$ cat src/rtl/trace_pkg.sv
// Shared encodings for the pipeline trace buffer.
package trace_pkg;

  typedef enum logic [1:0] {
    ST_IDLE  = 2'd0,
    ST_ARMED = 2'd1,
    ST_POST  = 2'd2,
    ST_DONE  = 2'd3
  } trace_state_e;

  typedef enum logic [1:0] {
    MODE_CONT    = 2'd0,
    MODE_ONESHOT = 2'd1,
    MODE_TRIG    = 2'd2,
    MODE_RSVD    = 2'd3
  } trace_mode_e;

endpackage

$ cat src/rtl/trace_ram.sv
// Trace storage: register array, synchronous write, asynchronous read, no reset.
module trace_ram #(
  parameter int unsigned DEPTH = 16,
  parameter int unsigned W     = 64
) (
  input  logic                     clk,
  input  logic                     we,
  input  logic [$clog2(DEPTH)-1:0] waddr,
  input  logic [W-1:0]             wdata,
  input  logic [$clog2(DEPTH)-1:0] raddr,
  output logic [W-1:0]             rdata
);

  logic [W-1:0] mem [DEPTH];

  // Write port
  always_ff @(posedge clk) begin
    if (we) mem[waddr] <= wdata;
  end

  assign rdata = mem[raddr];

endmodule

$ cat src/rtl/pipeline_trace_buffer.sv
// Pipeline trace buffer: captures {pc, instr} samples in CONT/ONESHOT/TRIG
// modes, then drains them oldest-first through a valid/ready read port.
module pipeline_trace_buffer
  import trace_pkg::*;
#(
  parameter int unsigned PC_W      = 32,
  parameter int unsigned INSTR_W   = 32,
  parameter int unsigned DEPTH     = 16,
  parameter int unsigned POST_TRIG = 4
) (
  input  logic                       clk,
  input  logic                       reset,
  input  logic                       cap_valid,
  input  logic [PC_W-1:0]            cap_pc,
  input  logic [INSTR_W-1:0]         cap_instr,
  input  logic [1:0]                 mode,
  input  logic [PC_W-1:0]            trig_pc,
  input  logic                       arm,
  input  logic                       stop,
  input  logic                       rd_ready,
  output logic                       rd_valid,
  output logic [PC_W-1:0]            rd_pc,
  output logic [INSTR_W-1:0]         rd_instr,
  output logic [$clog2(DEPTH):0]     count,
  output logic [1:0]                 state,
  output logic                       triggered,
  output logic                       overflow
);

  localparam int unsigned AW = $clog2(DEPTH);
  localparam int unsigned CW = AW + 1;
  localparam int unsigned DW = PC_W + INSTR_W;

  trace_state_e  state_q;
  trace_mode_e   cur_mode;
  logic [AW-1:0] wr_ptr;
  logic [AW-1:0] rd_ptr;
  logic [AW-1:0] post_cnt;
  logic [CW-1:0] count_q;
  logic          triggered_q;
  logic          overflow_q;
  logic          capturing;
  logic          wr_en;
  logic          full;
  logic          trig_hit;
  logic [DW-1:0] rd_data;

  assign cur_mode  = trace_mode_e'(mode);
  assign capturing = (state_q == ST_ARMED) || (state_q == ST_POST);
  assign wr_en     = capturing && cap_valid;
  assign full      = (count_q == CW'(DEPTH));
  assign trig_hit  = wr_en && (state_q == ST_ARMED) && (cur_mode == MODE_TRIG)
                     && (cap_pc == trig_pc);
  // Oldest entry sits count slots behind the write pointer
  assign rd_ptr    = wr_ptr - count_q[AW-1:0];

  trace_ram #(
    .DEPTH (DEPTH),
    .W     (DW)
  ) u_ram (
    .clk   (clk),
    .we    (wr_en),
    .waddr (wr_ptr),
    .wdata ({cap_pc, cap_instr}),
    .raddr (rd_ptr),
    .rdata (rd_data)
  );

  // Capture / readout control FSM with its bookkeeping registers
  always_ff @(posedge clk) begin
    if (!reset) begin
      state_q     <= ST_IDLE;
      wr_ptr      <= '0;
      count_q     <= '0;
      post_cnt    <= '0;
      triggered_q <= 1'b0;
      overflow_q  <= 1'b0;
    end else begin
      case (state_q)
        ST_IDLE: begin
          if (arm) begin
            state_q     <= ST_ARMED;
            wr_ptr      <= '0;
            count_q     <= '0;
            post_cnt    <= '0;
            triggered_q <= 1'b0;
            overflow_q  <= 1'b0;
          end
        end
        ST_ARMED, ST_POST: begin
          if (wr_en) begin
            wr_ptr <= wr_ptr + AW'(1);
            if (!full)                          count_q    <= count_q + CW'(1);
            else if (cur_mode != MODE_ONESHOT)  overflow_q <= 1'b1;
          end
          if (trig_hit) triggered_q <= 1'b1;
          if (stop) begin
            state_q <= ST_DONE;
          end else if (wr_en) begin
            if ((cur_mode == MODE_ONESHOT) && (count_q == CW'(DEPTH - 1)))
              state_q <= ST_DONE;
            if (trig_hit) begin
              if (POST_TRIG == 0) begin
                state_q <= ST_DONE;
              end else begin
                state_q  <= ST_POST;
                post_cnt <= AW'(POST_TRIG);
              end
            end
            if (state_q == ST_POST) begin
              post_cnt <= post_cnt - AW'(1);
              if (post_cnt == AW'(1)) state_q <= ST_DONE;
            end
          end
        end
        ST_DONE: begin
          if (arm) begin
            state_q     <= ST_ARMED;
            wr_ptr      <= '0;
            count_q     <= '0;
            post_cnt    <= '0;
            triggered_q <= 1'b0;
            overflow_q  <= 1'b0;
          end else if (count_q == '0) begin
            state_q <= ST_IDLE;
          end else if (rd_ready) begin
            count_q <= count_q - CW'(1);
            if (count_q == CW'(1)) state_q <= ST_IDLE;
          end
        end
      endcase
    end
  end

  assign rd_valid  = (state_q == ST_DONE) && (count_q != '0);
  assign rd_pc     = rd_data[DW-1:INSTR_W];
  assign rd_instr  = rd_data[INSTR_W-1:0];
  assign count     = count_q;
  assign state     = state_q;
  assign triggered = triggered_q;
  assign overflow  = overflow_q;

endmodule

$ cat config.mk
export PLATFORM = sky130hd
export DESIGN_NAME = pipeline_trace_buffer
export DESIGN_NICKNAME = d
export VERILOG_FILES = /design/src/rtl/trace_pkg.sv /design/src/rtl/trace_ram.sv /design/src/rtl/pipeline_trace_buffer.sv
export SDC_FILE = /design/constraint.sdc
export NUM_CORES = 1
export LEC_CHECK = 0
export ABC_AREA = 1
export BUFFER_PORTS_ARGS = -buffer_cell sky130_fd_sc_hd__buf_2
export CAP_MARGIN = 20
export CORE_UTILIZATION = 25
export CTS_CLUSTER_DIAMETER = 150
export DETAILED_ROUTE_END_ITERATION = 10
export GPL_TIMING_DRIVEN = 0
export PLACE_DENSITY = 0.41
export RECOVER_POWER = 100
export SLEW_MARGIN = 20
export SYNTH_ARGS = -nofsm -noshare
export SYNTH_HDL_FRONTEND = slang
export SYNTH_HIERARCHICAL = 1
export SYNTH_SLANG_ARGS = --single-unit
$ cat constraint.sdc
create_clock -name clk -period 6.6 [get_ports clk]
set_input_delay 0.33 -clock clk [delete_from_list [all_inputs] [get_ports clk]]
set_output_delay 0.33 -clock clk [all_outputs]
set_load 0.005 [all_outputs]
==> out/results.md <==
| Group | Metric | Value |
|---|---|---|
| cts | Post CTS Setup Buffer Count | 0 |
| global routing | Antenna violations before repair | 9 |
| logic synthesis | Cell types occupying the most area after synthesis | sky130_fd_sc_hd__edfxtp_1 (67%), sky130_fd_sc_hd__nand2_1 (12%), sky130_fd_sc_hd__nand3_1 (8.5%), sky130_fd_sc_hd__inv_1 (6.9%), sky130_fd_sc_hd__buf_2 (1.3%) |
| die | DIE AREA | 0.186 mm^2 |
| logic synthesis | Number of synthesized flops with an enable pin | 1024 |
| setup path | Worst Reg2Reg Path Length in Cells | 8 |
| logic synthesis | Warning count from the yosys run | 6 |
| cts | Deepest clock path buffer count | 3 |
| die | Core box area | 0.183 mm^2 |
| timing | Final worst clock skew | 0.0233 ns |
| drt | Number of vias in the routed layout | 31700 |
| global routing | Overflow left after global routing | 0 |
| logic synthesis | Post-synthesis sequential area ratio | 67.3% |
| layout | Synth-to-Final Area Change | 17.6% |
| cts | Clock transition at the registers of the reported paths | 0.06 ns |
| drt | Met2 wire len | 72100 um |
| logic synthesis | Most common cell in the netlist | sky130_fd_sc_hd__nand2_1 |
| hold path | Kind of path behind the tightest hold check | input port to flip-flop |
| layout | Area used by sequential logic in the layout | 0.0311 mm^2 |
| timing | Fmax | 178 MHz |
| setup path | Worst flop-to-flop path startpoint | state[0]$_SDFFE_PN0P_ |
| cts | Maximum level of the CTS H-tree | 3 |
| drt | DRC marker count from the first detailed-route iteration | 2217 |
| global routing | Vias in the first global route | 30300 |
| job | Number of max-cap violations | 15 |
| cts | Count of hold buffers inserted by post-cts repair | 43 |
| cts | TritonCTS clock tree | built |
| logic synthesis | Leading register cell type out of synthesis | sky130_fd_sc_hd__edfxtp_1 |
| power | Pwr dens | 307 mW/mm^2 |
| layout | Area used by multi-input combinational logic | 0.0104 mm^2 |
| cts | Resized cells post-CTS | 0 |
| timing | Time the worst path needs with I/O delays and setup | 5.61 ns |
| layout | Ant diodes | 0 |
| drt | Aggregate routed wire length | 154000 um |
| drt | Residual antenna-violating net count after detailed routing | 0 |
| logic synthesis | Gate Count Post-Synth | 4536 |
| layout | Fillers | 19100 |
| logic synthesis | Proportion of synthesized flip-flops having asynchronous set or reset | 0% |
| layout | # nets final | 5052 |
| global routing | Maximum number of pins on one net before global-route repair | 22 |
| die | Number of placed I/O pins | 178 |
| cts | Number of clock sinks | 1041 |
| logic synthesis | Synth cell count leaders | sky130_fd_sc_hd__nand2_1 (1475), sky130_fd_sc_hd__edfxtp_1 (1024), sky130_fd_sc_hd__inv_1 (850) |
| drt | DR WL/cell | 20.5 um |
| global routing | Wire length of the first global-routing pass | 219000 um |
| timing | Slew of the pin with the lowest slew margin | 1.81 ns |
| timing | Relative slew slack | -20.8% |
| logic synthesis | Post-synth net total | 4657 |
| die | Number of placement rows | 157 |
| drt | DR vias/cell | 4.24 |
| drt | Highest signal layer in the routed design | met4 |
| placement | Port Buffer Count | 177 |
| logic synthesis | FF+latch count, synth | 1041 |
| placement | Final GP Congestion | 0.789 |
| logic synthesis | Synth Area per Inst | 10.2 um^2 |
| timing | Final count of hold timing violations | 0 |
| timing | Share of the clock period used by the worst path after layout | 85.0% |
| drt | Detailed-routing iteration count for the pre-antenna-repair pass | 5 |
| run status | Failing checks | max-capacitance violations, max-slew violations |
| drt | Met3 routed wirelength | 6600 um |
| power | Total Power Consumption | 16700 uW |
| drt | Metal-1 WL | 71800 um |
| run status | Run status | complete, but fails checks |
| logic synthesis | Post-synth top area share | 66.6% |
| setup path | Arrival @ worst endpoint | 5.28 ns |
| timing | Worst hold slack | 0.0731 ns |
| cts | CTS root buffer | sky130_fd_sc_hd__clkbuf_16 |
| die | Chip Width | 432 um |
| setup path | Maximum fanout count along the critical path | 10 |
| die | Starting density of the core | 25.2% |
| placement | HPWL reported at the end of detailed placement | 106000 um |
| power | Static leakage | 0.0227 uW |
| setup path | WP data required | 6.27 ns |
| hold path | Min-Delay Path Depth | 5 |
| setup path | Capture point of the worst reg-to-reg path | u_ram/mem[5][63]$_DFFE_PP_ |
| global routing | Global routing usage summed across all routing layers | 16.3% |
| cts | Worst-skew pair later-pin latency | 0.73 ns |
| layout | Fraction of final layout cells sized beyond drive strength 1 | 8.59% |
| timing | Unrepaired setup endpoints after global routing | no |
| drt | Final routed DRC violation total | 0 |
| die | Die outline height | 432 um |
| timing | Max-slew violations | 190 |
| hold path | Capture endpoint of the worst hold path | state[0]$_SDFFE_PN0P_ |
| setup path | Startpoint types | flip-flop |
| setup path | Flop2flop setup slack | 1.17 ns |
| power | Max VDD drop | 191 uV |
| cts | Total clock buffers created by CTS | 117 |
| hold path | Start point of the worst hold path | mode[0] |
| logic synthesis | Cell area after synthesis | 0.0462 mm^2 |
| setup path | Start-to-end type of the worst setup path | flip-flop to output port |
| setup path | Critical Path Sink Type | output port |
| timing | Final setup viols | 0 |
| logic synthesis | Dominant cell type by area after synthesis | sky130_fd_sc_hd__edfxtp_1 |
| logic synthesis | Number of distinct library cell variants in the gate-level netlist after synthesis | 43 |
-- area by class of cell --
cell class | instances | area share [%]
timing repair buffer | 276 | 2.65
sequential | 1041 | 57.3
inverter | 856 | 5.93
clock buffer | 148 | 5.65
buffer | 215 | 2.53
multi-input combinational | 2424 | 19.2
clock inverter | 69 | 1.06
tap | 2464 | 5.68
-- cells by family after synthesis --
logic type	count (synthesis)	share of synthesized area (%)
AO/OA/AOI/OAI	38	0.488
XOR/XNOR	11	0.209
adder cells (fa/ha/maj)	17	0.477
buffers and inverters	1071	9.96
flip-flops	1041	67.3
AND/OR/NAND/NOR	2358	21.5
-- critical path, stage by stage (launching register included) --
cell                       delay, ns
sky130_fd_sc_hd__dfxtp_1        0.40
sky130_fd_sc_hd__inv_1          0.12
sky130_fd_sc_hd__ha_1           0.22
sky130_fd_sc_hd__fa_1           0.50
sky130_fd_sc_hd__inv_1          0.13
sky130_fd_sc_hd__clkbuf_1       0.18
sky130_fd_sc_hd__inv_1          0.12
sky130_fd_sc_hd__clkbuf_1       1.02
sky130_fd_sc_hd__clkbuf_1       1.14
sky130_fd_sc_hd__nand3_1        0.19
sky130_fd_sc_hd__nand3_1        0.13
sky130_fd_sc_hd__nand3_1        0.09
sky130_fd_sc_hd__nand2_1        0.15
sky130_fd_sc_hd__buf_2          0.14
-- worst max-delay path by stage --
| stage | startpoint | to | slack (ns) | depth (start not counted) |
|---|---|---|---|---|
| 2_1_floorplan | state[1]$_SDFFE_PN0P_ | u_ram/mem[4][0]$_DFFE_PP_ | 2.34 | 6 |
| 3_3_place_gp | state[1]$_SDFFE_PN0P_ | u_ram/mem[2][8]$_DFFE_PP_ | -1.41 | 6 |
| 3_5_place_dp | wr_ptr[0]$_SDFFE_PN0P_ | rd_instr[0] | 2.46 | 10 |
| 4_1_cts | wr_ptr[0]$_SDFFE_PN0P_ | rd_instr[0] | 1.64 | 10 |
| 5_1_grt | wr_ptr[0]$_SDFFE_PN0P_ | rd_instr[25] | 0.77 | 13 |
| 6_report | wr_ptr[0]$_SDFFE_PN0P_ | rd_instr[26] | 0.99 | 13 |
-- cells in the final DEF, fill, tap and decap left out, types with 3 or more instances in the layout --
cell / n
sky130_fd_sc_hd__inv_6: 6
sky130_fd_sc_hd__inv_2: 3
sky130_fd_sc_hd__or2_2: 3
sky130_fd_sc_hd__nand4_1: 14
sky130_fd_sc_hd__o21ai_0: 12
sky130_fd_sc_hd__clkbuf_2: 3
sky130_fd_sc_hd__nand3b_1: 3
sky130_fd_sc_hd__nor2_1: 66
sky130_fd_sc_hd__xor2_1: 4
sky130_fd_sc_hd__nand3_1: 787
sky130_fd_sc_hd__edfxtp_1: 1024
sky130_fd_sc_hd__inv_1: 851
sky130_fd_sc_hd__clkbuf_16: 118
sky130_fd_sc_hd__bufinv_16: 9
sky130_fd_sc_hd__clkbuf_1: 206
sky130_fd_sc_hd__xnor2_1: 7
sky130_fd_sc_hd__dfxtp_1: 17
sky130_fd_sc_hd__buf_6: 46
sky130_fd_sc_hd__dlygate4sd3_1: 43
sky130_fd_sc_hd__buf_4: 16
sky130_fd_sc_hd__buf_1: 10
sky130_fd_sc_hd__clkinv_2: 22
sky130_fd_sc_hd__clkinv_1: 29
sky130_fd_sc_hd__a21oi_1: 17
sky130_fd_sc_hd__ha_1: 16
sky130_fd_sc_hd__nand2_1: 1476
sky130_fd_sc_hd__buf_2: 193
-- power by group --
part	internal (uW)	switching, uW	leakage, uW	total (uW)
Sequential	7320	14.1	0.00935	7330
Clock	3610	2710	0.00179	6320
Combinational	849	2160	0.0116	3010
-- registers in the layout, summed over array words and instances, names as in the netlist --
signal / flops
triggered: 1
u_ram/mem: 1024
state: 2
post_cnt: 4
count: 5
overflow: 1
wr_ptr: 4
-- layer usage --
layer / vias up / global-route usage (%)
met1: 15400 / 22.6
li1: 15400 / -
met3: 171 / 2.09
met4: 0 / 3.49
met2: 717 / 27.1
met5: - / 0
-- per-stage QoR --
step,setup WS (ns),setup TNS (ns),util (%),cell area (um^2),std cells
after detailed placement,2.46,0,28.1,51500,7233
after global placement,-1.41,-1058.14,27.4,50100,7177
after floorplan,2.34,0,-,46200,4536
final,0.988,0,29.6,54300,7493
after CTS,1.64,0,30.3,55600,7493
after global routing,0.769,0,29.6,54300,7493
Power figures use the tool's default switching activity.
